<file path="src/rtl/led_trail_fader.sv">
// Eight-channel LED trail fader: each channel jumps to full brightness when its
// led_in bit is set and fades one level per DECAY_DIV enabled clocks, PWM-dimmed.
module led_trail_fader #(
  parameter int unsigned LVL_W     = 4,
  parameter int unsigned DECAY_DIV = 1024
) (
  input  logic       clk,
  input  logic       nrst,
  input  logic       en,
  input  logic [7:0] led_in,
  output logic [7:0] led_out,
  output logic       pwm_wrap,
  output logic       busy
);

  localparam int unsigned NCH   = 8;
  localparam int unsigned DEC_W = (DECAY_DIV > 1) ? $clog2(DECAY_DIV) : 1;
  localparam logic [LVL_W-1:0] LVL_MAX  = {LVL_W{1'b1}};
  localparam logic [DEC_W-1:0] DEC_LAST = DEC_W'(DECAY_DIV - 1);

  logic [LVL_W-1:0] pwm_cnt_q, pwm_cnt_d;
  logic [DEC_W-1:0] dec_cnt_q, dec_cnt_d;
  logic [LVL_W-1:0] level_q [NCH];
  logic [LVL_W-1:0] level_d [NCH];
  logic [NCH-1:0]   led_out_q, led_out_d;
  logic             pwm_wrap_q, pwm_wrap_d;
  logic             decay_tick;

  // PWM counter and decay prescaler, both frozen while en is low
  always_comb begin
    pwm_cnt_d  = pwm_cnt_q;
    dec_cnt_d  = dec_cnt_q;
    pwm_wrap_d = 1'b0;
    decay_tick = en && (dec_cnt_q == DEC_LAST);
    if (en) begin
      pwm_cnt_d  = pwm_cnt_q + LVL_W'(1);
      pwm_wrap_d = (pwm_cnt_q == LVL_MAX);
      dec_cnt_d  = decay_tick ? '0 : dec_cnt_q + DEC_W'(1);
    end
  end

  // Per-channel level: load wins over decay, decay saturates at zero
  always_comb begin
    for (int unsigned i = 0; i < NCH; i++) begin
      level_d[i] = level_q[i];
      if (led_in[i]) begin
        level_d[i] = LVL_MAX;
      end else if (decay_tick && (level_q[i] != '0)) begin
        level_d[i] = level_q[i] - LVL_W'(1);
      end
      led_out_d[i] = (level_q[i] == LVL_MAX) || (level_q[i] > pwm_cnt_q);
    end
  end

  always_comb begin
    busy = 1'b0;
    for (int unsigned i = 0; i < NCH; i++) begin
      busy = busy | (level_q[i] != '0);
    end
  end

  always_ff @(posedge clk) begin
    if (!nrst) begin
      pwm_cnt_q  <= '0;
      dec_cnt_q  <= '0;
      led_out_q  <= '0;
      pwm_wrap_q <= 1'b0;
      for (int unsigned i = 0; i < NCH; i++) begin
        level_q[i] <= '0;
      end
    end else begin
      pwm_cnt_q  <= pwm_cnt_d;
      dec_cnt_q  <= dec_cnt_d;
      led_out_q  <= led_out_d;
      pwm_wrap_q <= pwm_wrap_d;
      for (int unsigned i = 0; i < NCH; i++) begin
        level_q[i] <= level_d[i];
      end
    end
  end

  assign led_out  = led_out_q;
  assign pwm_wrap = pwm_wrap_q;

endmodule

</file>
<file path="config.mk">
export PLATFORM = sky130hd
export DESIGN_NAME = led_trail_fader
export DESIGN_NICKNAME = d
export VERILOG_FILES = /design/src/rtl/led_trail_fader.sv
export SDC_FILE = /design/constraint.sdc
export NUM_CORES = 1
export LEC_CHECK = 0
export BUFFER_PORTS_ARGS = -buffer_cell sky130_fd_sc_hd__buf_2
export CAP_MARGIN = 10
export CORE_ASPECT_RATIO = 0.75
export CORE_MARGIN = 2
export CORE_UTILIZATION = 61
export DETAILED_ROUTE_END_ITERATION = 16
export PLACE_DENSITY = 0.83
export SYNTH_ARGS = -nofsm -noshare
export SYNTH_HDL_FRONTEND = slang
export SYNTH_SLANG_ARGS = --single-unit
</file>
<file path="constraint.sdc">
create_clock -name clk -period 2.6 [get_ports clk]
set_input_delay 0.13 -clock clk [delete_from_list [all_inputs] [get_ports clk]]
set_output_delay 0.13 -clock clk [all_outputs]
set_load 0.02 [all_outputs]
</file>
# ---- Word level (Yosys, flattened, before mapping)
# Memories as Yosys holds them, arrays and structs flattened.
# Cells that the tools add are included.
dict set report classes {
  add_sub_neg 10
  n_lt_le_gt_ge 8
  eq_ne 10
  mux 27
  bitwise_logic 15
  n_reduce_logical 26
}
# cell n
set op_table {}
lappend op_table {{$mux W4} 24}
lappend op_table {{$eq A4 B4 Y1 const B} 9}
lappend op_table {{$gt A4 B4 Y1} 8}
lappend op_table {{$reduce_bool A4 Y1} 8}
lappend op_table {{$sub A4 B1 Y4 const B} 8}
lappend op_table {{$or A1 B1 Y1} 15}
lappend op_table {{$add A10 B1 Y10 const B} 1}
lappend op_table {{$eq A10 B10 Y1 const B} 1}
lappend op_table {{$mux W10} 1}
lappend op_table {{$logic_and A1 B1 Y1} 9}
lappend op_table {{$logic_or A1 B1 Y1} 8}
lappend op_table {{$add A4 B1 Y4 const B} 1}
lappend op_table {{$mux W1} 2}
lappend op_table {{$reduce_and A2 Y1} 1}
dict set report totals {
  reg_bits 23
  mem_bits_rw 32
  input_bits 11
  output_inout_bits 10
  elab_cells 101
  n_memories 1
}
# name depth width rd rd_clocked_by_memory_dff write_ports line_no
set mem_list {}
lappend mem_list {level_q 8 4 8 0 8 23} ;# logic [LVL_W-1:0] level_q [NCH];

# ---- Depth between registers and ports, before layout
dict set report logic_depth {
  word_depth 8
  mapped_depth 7
  ltp_nobuf 6
}

# ---- Worst setup path after synthesis
# OpenSTA, ideal clock, no wires.
dict set report synth_timing {
  path_kind {flip-flop to flip-flop}
  from {reg dec_cnt_q[0]}
  to {mem level_q[2][3], in the netlist level_q[0][11]}
  setup_ps 120
  arrival_time_ps 1812
  required_time_ps 2480
  slack_ps 669
  stages_incl_launch_ff 8
  path_buffers 2
  period_less_slack_ps 1931
  path_cell_list {dfxtp_1 ha_1 nand2_1 or3_1 buf_2 buf_6 o21a_1 o31a_1}
}
# item line_no
set synth_lines {}
lappend synth_lines {{start: declaration} 22} ;# logic [DEC_W-1:0] dec_cnt_q, dec_cnt_d;
lappend synth_lines {{start signal: assignment} 73} ;# dec_cnt_q <= dec_cnt_d;
lappend synth_lines {{end: declaration} 23}

==> flow_metrics.py <==
metrics = {
    "outcome": {
        "status": "finished, final reports clean",
    },
    "clock_network": {
        "cts_root_buffer": "clkbuf_8",
        "tritoncts": "yes",
        "htreeDepth": 2,
        "insertion_delay_ns": 0.31,
        "cts_buffers": 5,
        "cts_setup_buffers": 0,
        "cts_buffer_depth": 2,
        "clkTransAtPathRegs_ns": 0.10,
        "cts_hold_buf": 0,
        "clock-sinks": 55,
        "cts_resized": 0,
    },
    "cells_and_area": {
        "fillers": 441,
        "mostFrequentLayoutCells": "56 x ha_1, 55 x dfxtp_1, 31 x o21a_1, 20 x inv_1, 20 x buf_2",
        "finish.utilization": 0.6929,
        "nNetsFinal": 458,
        "area_growth_pct": 7.764,
        "layout_commonest_cell": "ha_1",
        "antenna_cells": 0,
        "drive_above_1_share": 0.09974,
    },
    "power_and_ir_drop": {
        "netSwitchingFraction": 0.2865,
        "comb_power_share": 0.197,
        "ir_drop_v": 0.0002972,
        "power_leakage_nw": 1.495,
        "p_sw_mw": 0.5436,
        "p_int_mw": 1.354,
        "p_clk_frac": 0.299,
        "seqPwrFrac": 0.504,
        "power_mw": 1.898,
        "power_density_nw_per_um2": 503.5,
    },
    "global_routing": {
        "grt_start_max_net_pins": 31,
        "grt.overflow.total": 0,
        "grt_pass1_wl_um": 12560,
        "first_global_vias": 2762,
        "antenna_found_initial": 0,
        "track_usage": 0.2429,
    },
    "logic_synthesis": {
        "ys.flop_type": "dfxtp_1",
        "ys_seq_area_frac": 0.3148,
        "synthDominantCellAreaShare": 0.3148,
        "synthCells": 371,
        "synth_simple_gate_area_frac": 0.2011,
        "syn-cell-area_um2": 3497,
        "syn_nets": 438,
        "synthAdderAreaFrac": 0.2004,
        "synth-seq-cells": 55,
        "synth.area.mux_share": 0.02576,
        "synth_area_per_cell_um2": 9.426,
        "synth_top_family_by_area": "simple AND/OR/NAND/NOR gates",
        "synth_edf_count": 0,
        "synth_area_leaders": "dfxtp_1 31%, ha_1 20%, o21a_1 6.7%, o31a_1 3.5%, xnor2_1 3.5%",
        "postSynth.asyncResetShare": 0,
        "synth_compound_area_frac": 0.1750,
        "synth_cell_type_count": 35,
        "synth_xor_area_frac": 0.04258,
        "yosysTopAreaCell": "dfxtp_1",
        "yosys_warnings": 0,
    },
    "timing": {
        "slew_headroom": 0.4452,
        "fmax_mhz": 444.6,
        "hold_viol": 0,
        "fin_crit_sh": 0.8651,
        "worst_pin_slew_ns": 0.8323,
        "drv_slew": 0,
        "holdWs_ns": 0.07394,
        "finalClockSkew_ns": 0.007657,
        "setup-tns-final_ns": 0,
        "setup_violations": 0,
        "rsz0062_at_grt": "false",
        "finalCriticalPeriod_ns": 2.249,
    },
    "setup_path": {
        "worstReg2RegEnd": "level_q[0][15]",
        "criticalPathCategory": "register to output port",
        "crit_required_ns": 2.47,
        "cp-startpoint": "level_q[0][16]",
        "crit_arrival_ns": 2.12,
        "r2r_slack_ns": 0.50,
        "end_kind": "output port",
        "critPathLaunchType": "register",
        "r2r_start": "dec_cnt_q[1]",
        "reg2regPathDepth": 5,
        "path_max_fanout": 4,
        "crit_end": "busy",
    },
    "flow_run": {
        "cap_violations": 0,
    },
    "min_path": {
        "hold_class": "primary input to register",
    },
    "die": {
        "fp.dieH_um": 69.57,
        "die_area_um2": 6361,
        "initial_core_util": 0.6430,
        "pin_count": 21,
        "rows": 23,
        "core_area_um2": 5439,
        "die_x_um": 91.43,
    },
    "route": {
        "drc": 0,
        "final_antenna_net_count": 0,
        "avgViaCountPerCell": 5.933,
        "drt_wl_total_um": 7380,
        "initialDrtViolationCount": 125,
        "wire_per_inst_um": 15.84,
        "firstDrtPassIters": 4,
        "vias": 2765,
    },
    "placed_design": {
        "routabilityCongestion": 0.8584,
        "hpwlAfterDp_um": 5394,
        "portBuffers": 20,
    },
}
[state kept, by name, indices dropped and copies added, names as in the netlist]
signal / flops
level_q: 32
dec_cnt_q: 10
led_out: 8
pwm_cnt_q: 4
pwm_wrap: 1
[power by group through the flow]
| stage | logic [mW] | registers [mW] | clock network [mW] |
|---|---|---|---|
| after global placement | 0.347 | 0.973 | 0 |
| after floorplan | 0.254 | 0.981 | 0 |
| after detailed placement | 0.371 | 0.976 | 0 |
| after CTS | 0.373 | 0.956 | 0.585 |
| final | 0.373 | 0.957 | 0.567 |
| after global routing | 0.425 | 0.968 | 0.611 |
[critical path: stages, from the launching register on]
cell     delay [ns]
dfxtp_1        0.34
inv_1          0.13
ha_1           0.16
nor3b_1        0.54
nand4_1        0.13
or2_2          0.33
buf_2          0.16
[synth_stat cells, types with 2 or more instances]
master    instances
mux2i_1           9
ha_1             56
xnor2_1          14
nand2_1           7
nor4_2            3
a21boi_0         12
nor3_1            4
o31ai_1           3
nor4_1           11
nand2b_1          3
nor2b_1           9
clkbuf_1          7
xor2_1            3
and3_1            8
nor2_1           17
a21oi_1           9
and2_1            3
o21ai_0          18
buf_2             2
nand3_1           4
or3_1             9
dfxtp_1          55
buf_6             2
inv_1            20
nor3b_1           8
nor4b_1           8
or2_2             2
nand4_1          15
o21a_1           31
o31a_1           14
[worst min-delay path by stage]
stage | endpoint | depth (start not counted) | startpoint
3_3_place_gp | level_q[0][0] | 2 | led_in[0]
2_1_floorplan | level_q[0][26] | 1 | led_in[6]
6_report | level_q[0][25] | 2 | led_in[6]
3_5_place_dp | level_q[0][25] | 2 | led_in[6]
5_1_grt | level_q[0][24] | 2 | led_in[6]
4_1_cts | level_q[0][25] | 2 | led_in[6]
[layer usage]
metal	vias to the layer above	GRT usage	share of wire
met2	49	0.4150	0.47
li1	1400	-	-
met5	-	0	0
met1	1309	0.3208	0.47
met3	7	0.03696	0.050
met4	0	0.06397	0.0088
[through the flow]
step	setup slack [ns]	instance area (um^2)	instances
finish	0.3508	3769	466
detailed placement	0.5224	3662	459
global placement	0.5709	3662	459
CTS	0.3378	3769	466
floorplan	0.6685	3497	371
global route	0.1830	3769	466
[cell type report]
cell class                 instances  area, um^2  area share
clock buffer                       5       68.82     0.01826
clock inverter                     2       37.54    0.009960
inverter                          20       75.07     0.01992
multi-input combinational        284        2255      0.5983
sequential                        55        1101      0.2922
tap                               75       93.84     0.02490
timing repair buffer              25       137.6     0.03652
[cells by family after synthesis]
kind of cell	Yosys count
compound gates	88
flops	55
xor+xnor	17
mux	9
buf+inv	32
fa+ha+maj	56
simple gates	114
No activity file was read; power rests on OpenSTA's default activity.
